**src/rtl/output_buffer_drain.sv**
```systemverilog
// Result sink and drain for the accumulator stream: captures writes into a
// DEPTH x DATA_W store and streams an address range out over valid/ready.
// Optional: define OBUF_SKIP_EMPTY_EN to make the drain skip entries whose valid bit is clear.
module output_buffer_drain #(
  parameter int DATA_W = 32,
  parameter int DEPTH  = 16,
  parameter int ADDR_W = 4
) (
  input  logic              clk,
  input  logic              rst,
  input  logic              output_buffer_enable,
  input  logic [ADDR_W-1:0] output_buffer_addr,
  input  logic [DATA_W-1:0] output_data,
  input  logic              drain_start,
  input  logic [ADDR_W-1:0] drain_base,
  input  logic [ADDR_W:0]   drain_count,
  output logic              rd_valid,
  input  logic              rd_ready,
  output logic [DATA_W-1:0] rd_data,
  output logic [ADDR_W-1:0] rd_addr,
  output logic              busy,
  output logic              drain_done,
  output logic              ovw_flag,
  output logic [1:0]        dbg_state_o
);

  typedef enum logic [1:0] {
    ST_IDLE  = 2'd0,
    ST_FETCH = 2'd1,
    ST_SEND  = 2'd2,
    ST_DONE  = 2'd3
  } state_t;

  localparam logic [ADDR_W:0] DEPTH_C = DEPTH[ADDR_W:0];
  localparam logic [ADDR_W:0] REM_ONE = {{ADDR_W{1'b0}}, 1'b1};

  logic [DATA_W-1:0] mem_q [DEPTH];
  logic [DEPTH-1:0]  vld_q;
  state_t            state_q;
  logic [ADDR_W-1:0] ptr_q;
  logic [ADDR_W:0]   rem_q;
  logic              rd_valid_q;
  logic [DATA_W-1:0] rd_data_q;
  logic [ADDR_W-1:0] rd_addr_q;
  logic              busy_q;
  logic              done_q;
  logic              ovw_q;
  logic [ADDR_W:0]   count_d;
  logic              skip_d;

  assign count_d = (drain_count > DEPTH_C) ? DEPTH_C : drain_count;

`ifdef OBUF_SKIP_EMPTY_EN
  assign skip_d = ~vld_q[ptr_q];
`else
  assign skip_d = 1'b0;
`endif

  // Storage has no reset; only the valid bits are cleared.
  always_ff @(posedge clk) begin
    if (output_buffer_enable) begin
      mem_q[output_buffer_addr] <= output_data;
    end
  end

  // Read port: rd_valid rises entering SEND and, once high, rd_valid, rd_data and
  // rd_addr hold until the edge where rd_valid && rd_ready (the only transfer point).
  always_ff @(posedge clk) begin
    if (rst) begin
      state_q    <= ST_IDLE;
      ptr_q      <= '0;
      rem_q      <= '0;
      rd_valid_q <= 1'b0;
      rd_data_q  <= '0;
      rd_addr_q  <= '0;
      busy_q     <= 1'b0;
      done_q     <= 1'b0;
      ovw_q      <= 1'b0;
      vld_q      <= '0;
    end else begin
      done_q <= 1'b0;
      case (state_q)
        ST_IDLE: begin
          if (drain_start) begin
            ptr_q <= drain_base;
            rem_q <= count_d;
            ovw_q <= 1'b0;
            if (count_d == '0) begin
              state_q <= ST_DONE;
              done_q  <= 1'b1;
            end else begin
              state_q <= ST_FETCH;
              busy_q  <= 1'b1;
            end
          end
        end
        ST_FETCH: begin
          if (skip_d) begin
            ptr_q <= ptr_q + 1'b1;
            rem_q <= rem_q - 1'b1;
            if (rem_q == REM_ONE) begin
              state_q <= ST_DONE;
              busy_q  <= 1'b0;
              done_q  <= 1'b1;
            end
          end else begin
            rd_data_q  <= mem_q[ptr_q];
            rd_addr_q  <= ptr_q;
            rd_valid_q <= 1'b1;
            state_q    <= ST_SEND;
          end
        end
        ST_SEND: begin
          if (rd_valid_q && rd_ready) begin
            rd_valid_q   <= 1'b0;
            vld_q[ptr_q] <= 1'b0;
            ptr_q        <= ptr_q + 1'b1;
            rem_q        <= rem_q - 1'b1;
            if (rem_q == REM_ONE) begin
              state_q <= ST_DONE;
              busy_q  <= 1'b0;
              done_q  <= 1'b1;
            end else begin
              state_q <= ST_FETCH;
            end
          end
        end
        default: begin
          state_q <= ST_IDLE;
        end
      endcase
      // A write lands after the drain's clear so a same-edge write keeps the entry valid.
      if (output_buffer_enable) begin
        vld_q[output_buffer_addr] <= 1'b1;
        if (vld_q[output_buffer_addr]) begin
          ovw_q <= 1'b1;
        end
      end
    end
  end

  assign rd_valid    = rd_valid_q;
  assign rd_data     = rd_data_q;
  assign rd_addr     = rd_addr_q;
  assign busy        = busy_q;
  assign drain_done  = done_q;
  assign ovw_flag    = ovw_q;
  assign dbg_state_o = state_q;

endmodule

```
**config.mk**
```make
export PLATFORM = sky130hd
export DESIGN_NAME = output_buffer_drain
export DESIGN_NICKNAME = d
export VERILOG_FILES = /design/src/rtl/output_buffer_drain.sv
export SDC_FILE = /design/constraint.sdc
export NUM_CORES = 1
export LEC_CHECK = 0
export CAP_MARGIN = 20
export CORE_AREA = 2 2 257 259
export CTS_CLUSTER_SIZE = 12
export DETAILED_ROUTE_END_ITERATION = 16
export DIE_AREA = 0 0 259 261
export PLACE_DENSITY = 0.56
export SLEW_MARGIN = 0
export SYNTH_ARGS = -nofsm -noshare
export SYNTH_HDL_FRONTEND = slang
export SYNTH_SLANG_ARGS = --single-unit
```
**constraint.sdc**
```tcl
create_clock -name clk -period 4.96 [get_ports clk]
set_input_delay 0.992 -clock clk [delete_from_list [all_inputs] [get_ports clk]]
set_output_delay 0.992 -clock clk [all_outputs]
set_load 0.01 [all_outputs]
```
==> results of run 1 <==
how the worst max path moves through the flow:
stage                                from             to  slack, ns  cells after the start
detailed placement  output_buffer_addr[0]   mem_q[5][22]       1.42                      4
global placement    output_buffer_addr[0]   mem_q[13][4]       1.46                      4
floorplan           output_buffer_addr[0]    mem_q[9][0]       2.22                      5
CTS                 output_buffer_addr[0]   mem_q[5][22]       2.06                      4
global route        output_buffer_addr[0]   mem_q[5][21]       1.90                      4
finish              output_buffer_addr[0]  mem_q[13][24]       2.03                      4
critical path, delay by kind of cell:
kind	cells	cell delay, ns
buffers and inverters	2	1.62
AND/OR/NAND/NOR	2	0.50
cell families after synthesis:
| logic type | synth area share, % |
|---|---|
| muxes | 12.2 |
| AOI/OAI and AO/OA | 6.78 |
| adders and majority gates | 0.334 |
| buffers and inverters | 2.73 |
| DFF | 74.3 |
| and+or+nand+nor | 3.64 |
metrics by stage:
stage               setup WS [ns]  instance area, um2
finish                       2.03               26000
global route                 1.90               26000
CTS                          2.06               26000
detailed placement           1.42               24100
global placement             1.46               24100
floorplan                    2.22               22500
synthesized netlist by cell type, types with 2 or more instances:
library cell	number	share of area, %
and2_1	4	0.11
clkbuf_1	22	0.37
nor2_1	18	0.30
a21oi_1	59	1.3
nor2b_1	9	0.25
a21o_1	2	0.067
mux4_2	28	2.8
nand3_1	32	0.71
a2bb2oi_1	16	0.62
mux4_1	5	0.58
a22oi_1	2	0.067
a311oi_1	2	0.078
nand3b_1	6	0.20
mux2i_1	198	8.8
or3_1	2	0.056
a221oi_1	18	0.70
inv_1	23	0.38
a31oi_1	2	0.056
dfxtp_1	67	6.0
buf_2	32	0.71
and3_1	2	0.056
o21ai_0	68	1.5
buf_4	16	0.53
o21ai_1	3	0.067
ha_1	6	0.33
nor3_1	34	0.76
a211oi_1	7	0.23
edfxtp_1	512	68
nand2b_1	5	0.14
nand2_1	47	0.78
buf_6	12	0.60
a21oi_2	3	0.12
o22ai_1	63	1.8
or3b_1	3	0.12
layer usage:
metal | part of all wire [%] | track usage (%) | routed length (um)
met3 | 4.2 | 2.24 | 2140
met2 | 47 | 24.6 | 24500
met4 | 2.1 | 4.85 | 1110
met1 | 46 | 20.9 | 23800
met5 | 0 | 0 | 0
registers in the layout (all words and copies together), names as in the netlist:
| name | count |
|---|---|
| vld_q | 16 |
| busy | 1 |
| rd_addr | 4 |
| rd_data | 32 |
| drain_done | 1 |
| dbg_state_o | 2 |
| rd_valid | 1 |
| ovw_flag | 1 |
| ptr_q | 4 |
| mem_q | 512 |
| rem_q | 5 |
report_power, final:
| group | leakage [nW] | switching, mW | internal [mW] |
|---|---|---|---|
| clock network | 0.903 | 1.76 | 2.51 |
| logic | 2.04 | 0.434 | 0.324 |
| registers | 5.18 | 0.0978 | 5.43 |
| total | 8.12 | 2.29 | 8.26 |
area by class of cell:
cell class / instances / share of cell area (%)
clock inverters: 14 / 0.549
inverters: 23 / 0.332
well taps: 864 / 4.16
flip-flops and latches: 579 / 64.4
clock buffers: 96 / 6.61
multi-input cells: 652 / 19.9
repair buffers: 104 / 4.03
==> summary.md, run 1 <==
| Metric | Value |
|---|---|
| Run status | `finished clean` |
| Unique masters post-synth | `45` |
| Vias post-DR | `approximately 12000` |
| Proportion of layout cells with a drive suffix above 1 | `9.88%` |
| YS warnings | `0` |
| Cell area after synthesis | `22500 um2` |
| Commonest cells after routing, fill and taps aside | `512 x edfxtp_1, 198 x mux2i_1, 91 x clkdlybuf4s50_1` |
| Io pins | `about 90` |
| Crit start category | `input pin` |
| Clock sinks | `between 500 and 600` |
| Area occupied by multi-input gates | `just over 5000 um2` |
| Initial Util | `34.6%` |
| Clk_lat worst skew | `slightly above 0.6 ns` |
| Fin nets | `about 1500` |
| Final setup viols | `0` |
| Clock Pin Slew Worst Setup and Hold Paths | `roughly 0.06 ns` |
| Register area | `between 15000 and 20000 um2` |
| GRT overflow | `0` |
| CP max stage delay | `about 0.94 ns` |
| Fin crit period | `just under 3 ns` |
| Worst hold slack | `0.455 ns` |
| DRC | `0` |
| IO buf count | `91` |
| Post-CTS setup buffer count | `0` |
| Endpoint class of the critical path | `flip-flop` |
| CTS tree | `done` |
| Gr usage total | `between 10% and 20%` |
| Synth Register Bits | `579` |
| Cells after Synth | `about 1300` |
| Antenna diode count | `0` |
| Root buffer cell | `clkbuf_16` |
| Leakage | `around 8.1 nW` |
| Leading cell type in the layout, fill and taps excluded | `edfxtp_1` |
| Antenna violations before repair | `0` |
| Die Area | `a little under 70000 um2` |
| Setup TNS | `0 ns` |
| Post-CTS Hold Fix Bufs | `0` |
| Final Util | `39.9%` |
| Max-slew headroom | `28.3%` |
| Worst r2r dst | `ptr_q[3]` |
| Layout Skew | `~0.013 ns` |
| Fmax | `between 0.3 and 0.4 GHz` |
| Max-Cap Viols | `0` |
| Placed Cells | `around 2200` |
| Wirelength per Cell | `between 20 and 25 um` |
| Sequential-to-total area share from yosys stat | `74.3%` |
| Required @ worst endpoint | `~5.2 ns` |
| VDD IR-drop max | `316 uV` |
| Ys async rst share | `0%` |
| Period utilization | `59.0%` |
| Unrepaired setup endpoints after global routing | `no` |
| Slowest CP cell | `clkdlybuf4s50_1` |
| Worst hold stages | `2` |
| Total CTS buffers | `slightly below 60` |
| Synthesized area per cell | `approximately 17 um2` |
| CORE AREA | `65000 um2` |
| Number of global-route vias before repair | `12200` |
| Crit path DAT | `around 3.2 ns` |
| DRT iter0 DRCs | `834` |
| Syn Nets | `about 1400` |
| Hold Crit Endpoint | `rd_addr[2]` |
| Number of synthesized flops with an enable pin | `about 510` |
| Final WL | `51500 um` |
| Worst hold path class | `reg2reg` |
| Post-DRT Antenna Nets | `0` |
| Area grow syn2layout | `15.5%` |
| CTS max path bufs | `3` |
| First-pass GRT wire length | `roughly 77000 um` |
| Die W | `around 260 um` |
| Power Total | `around 11 mW` |
| Synth Flop Type | `edfxtp_1` |
| Die Ht | `261 um` |
| Row count | `94` |
| Critical-path cell list | `clkdlybuf4s50_1 > nor2b_1 > nand2_1 > inv_2` |
| Worst-margin pin slew | `between 1 and 1.5 ns` |
| Hpwl dp | `~29000 um` |
| Non-Filler Instances | `2332` |
| Crit-path max FO | `32` |
| Post-cts repair resize count | `0` |
| Routability cong. | `~0.8` |
| Final hold vios | `0` |
| Fillcell total | `approximately 5800` |
| Via density | `5.11` |
| Crit Path Class | `in2reg` |
| R2R depth | `5` |
| Reg2reg setup slack | `2.16 ns` |
| Hold_sp | `rd_addr[2]` |
| DRT Pass-1 Iters | `5` |
| H-tree Lvls | `2` |
| Fin. max-slew vios | `0` |
| R2r startpoint | `ptr_q[3]` |
| PD cells | `406 nW/um2` |
| Largest net degree at the start of global routing | `62` |
Power figures use the tool's default switching activity.
==> run 2: changes to the inputs <==
==> constraint.sdc (replaced) <==
create_clock -name clk -period 3 [get_ports clk]
set_input_delay 0.6 -clock clk [delete_from_list [all_inputs] [get_ports clk]]
set_output_delay 0.6 -clock clk [all_outputs]
set_load 0.01 [all_outputs]
==> run 2 against run 1 <==
Compared with the run above:
- sequential share of layout area is 1.5 points lower
- count of clock-buffer cells in the layout fell by 3
- flip-flop and latch count unchanged
- combinational power rose by 80%
- worst setup slack worse by 1.5 ns
- global-route usage is 0.61 points higher
- final cell count is 2.1% higher
- utilization up 0.93 points
- clock power rose by 70%
- non-clock buffer count up 44
- cell area grew 2.3%
- sequential power is 65% higher
- critical path type is now reg2out
- largest power group unchanged
==> summary.md, run 2 (synthesized netlist as in run 1, its figures left out) <==
| Metric | Value |
|---|---|
| Reg2reg setup slack | `0.84 ns` |
| PD cells | `approximately 670 nW/um2` |
| CTS max path bufs | `3` |
| Total CTS buffers | `60` |
| Hpwl dp | `between 30000 and 40000 um` |
| Fin nets | `roughly 1500` |
| VDD IR-drop max | `slightly above 400 uV` |
| Crit path DAT | `between 1.5 and 2 ns` |
| Leakage | `8.43 nW` |
| DRT Pass-1 Iters | `6` |
| Worst hold path class | `reg2reg` |
| Die W | `about 260 um` |
| DRC | `0` |
| Switching power | `approximately 3.9 mW` |
| First-pass GRT wire length | `79700 um` |
| Number of global-route vias before repair | `12500` |
| Period utilization | `between 80% and 90%` |
| Non-Filler Instances | `between 2000 and 2500` |
| Clk_lat worst skew | `between 0.6 and 0.7 ns` |
| Layout Skew | `~0.019 ns` |
| Leading cell type in the layout, fill and taps excluded | `edfxtp_1` |
| Crit start category | `flip-flop` |
| Cell Int Power | `~14 mW` |
| Io pins | `92` |
| Proportion of layout cells with a drive suffix above 1 | `roughly an eighth` |
| Run status | `finished clean` |
| Post-DRT Antenna Nets | `0` |
| Wirelength per Cell | `approximately 22 um` |
| Max-Cap Viols | `0` |
| Antenna violations before repair | `0` |
| Worst hold slack | `0.462 ns` |
| R2r startpoint | `ptr_q[3]` |
| Crit path buffers/inverters | `1` |
| IO buf count | `91` |
| Crit. Startpoint | `dbg_state_o[1]` |
| Area occupied by multi-input gates | `5170 um2` |
| Die Area | `67600 um2` |
| Slowest CP cell | `clkdlybuf4s50_1` |
| Clock Pin Slew Worst Setup and Hold Paths | `around 0.06 ns` |
| Die Ht | `between 200 and 300 um` |
| Worst r2r dst | `rd_data[7]` |
| H-tree Lvls | `2` |
| Register area | `between 15000 and 20000 um2` |
| Power share of the sequential group | `approximately half` |
| Crit path depth | `1` |
| GRT overflow | `0` |
| Sw frac | `a little over a fifth` |
| CTS tree | `done` |
| Final WL | `~53000 um` |
| Gr usage total | `about 16%` |
| DRT iter0 DRCs | `between 900 and 1000` |
| CORE AREA | `around 65000 um2` |
| Antenna diode count | `0` |
| Required @ worst endpoint | `between 2 and 2.5 ns` |
| Unrepaired setup endpoints after global routing | `no` |
| Crit-path max FO | `12` |
| Fin crit period | `approximately 2.5 ns` |
| Crit Path Class | `reg2out` |
| Setup TNS | `0 ns` |
| Endpoint class of the critical path | `primary output` |
| Area grow syn2layout | `18.2%` |
| Fmax | `roughly 0.41 GHz` |
| Clock sinks | `roughly 580` |
| R2R depth | `6` |
| Initial Util | `about 35%` |
| Root buffer cell | `clkbuf_16` |
| Fin. max-slew vios | `0` |
| Setup crit end | `dbg_state_o[1]` |
| Worst-margin pin slew | `roughly 0.8 ns` |
| Max FFs per register | `512` |
| Cell family with most CP delay | `buffers and inverters` |
| Vias post-DR | `~12000` |
| Post-cts repair resize count | `0` |
| Fillcell total | `roughly 6000` |
| Post-CTS Hold Fix Bufs | `0` |
| Largest net degree at the start of global routing | `between 40 and 50` |
| Final setup viols | `0` |
| CP max stage delay | `between 0.6 and 0.7 ns` |
| Commonest cells after routing, fill and taps aside | `512 x edfxtp_1, 198 x mux2i_1, 91 x clkdlybuf4s50_1` |
| Max-slew headroom | `around 46%` |
| Post-CTS setup buffer count | `0` |
| Routability cong. | `about 0.79` |
| Critical-path cell list | `clkdlybuf4s50_1` |
| Row count | `94` |
| Final hold vios | `0` |
| Via density | `5.12` |
| Placed Cells | `between 2000 and 2500` |
| Reg with most FFs | `mem_q` |
| Clock power share | `40.9%` |
| Logic pwr share | `under 10%` |
[run 2: cell types whose count changed in the layout (fill, tap and decap cells not counted), sizes merged]
cell / previous run / this run
buf: 13 / 57
clkinv: 11 / 17
clkbuf: 96 / 93
bufinv: 3 / 4
[run 2: cell type report]
class	instances	share of cell area, %
sequential	579	62.9
multi-input combinational	652	19.5
clock inverter	21	0.772
timing repair buffer	148	5.98
tap	864	4.07
inverter	23	0.325
clock buffer	93	6.46
[run 2: how the worst min path moves through the flow]
stage | from | depth (start not counted) | to | slack, ns
floorplan | vld_q[0] | 2 | vld_q[0] | 0.45
global placement | rd_addr[2] | 2 | rd_addr[2] | 0.45
detailed placement | rd_addr[1] | 2 | rd_addr[1] | 0.46
CTS | rd_addr[1] | 2 | rd_addr[1] | 0.47
global route | rd_addr[2] | 2 | rd_addr[2] | 0.50
finish | rd_addr[2] | 2 | rd_addr[2] | 0.46
[run 2: layer usage]
metal / global-route usage, % / wire length, um
met1: 21.8 / 24800
met2: 25.6 / 25100
met3: 2.83 / 2240
met4: 3.92 / 976
met5: 0 / 0
[run 2: through the flow]
step / setup slack (ns) / area (um2) / power (mW) / utilization [%]
finish: 0.545 / 26600 / 17.7 / 40.9
global route: 0.473 / 26600 / 18.3 / 40.9
CTS: 0.518 / 26600 / 17.9 / 40.9
detailed placement: 0.496 / 24700 / 10.6 / 37.9
global placement: 0.509 / 24700 / 10.6 / 37.9
floorplan: 0.651 / 22500 / 10.1 / -
[run 2: power by group through the flow]
stage | Sequential, mW | Combinational, mW | Clock (mW)
6_report | 9.10 | 1.36 | 7.24
4_1_cts | 9.10 | 1.38 | 7.42
5_1_grt | 9.12 | 1.47 | 7.73
3_5_place_dp | 9.27 | 1.38 | 0
3_3_place_gp | 9.27 | 1.36 | 0
2_1_floorplan | 9.21 | 0.840 | 0
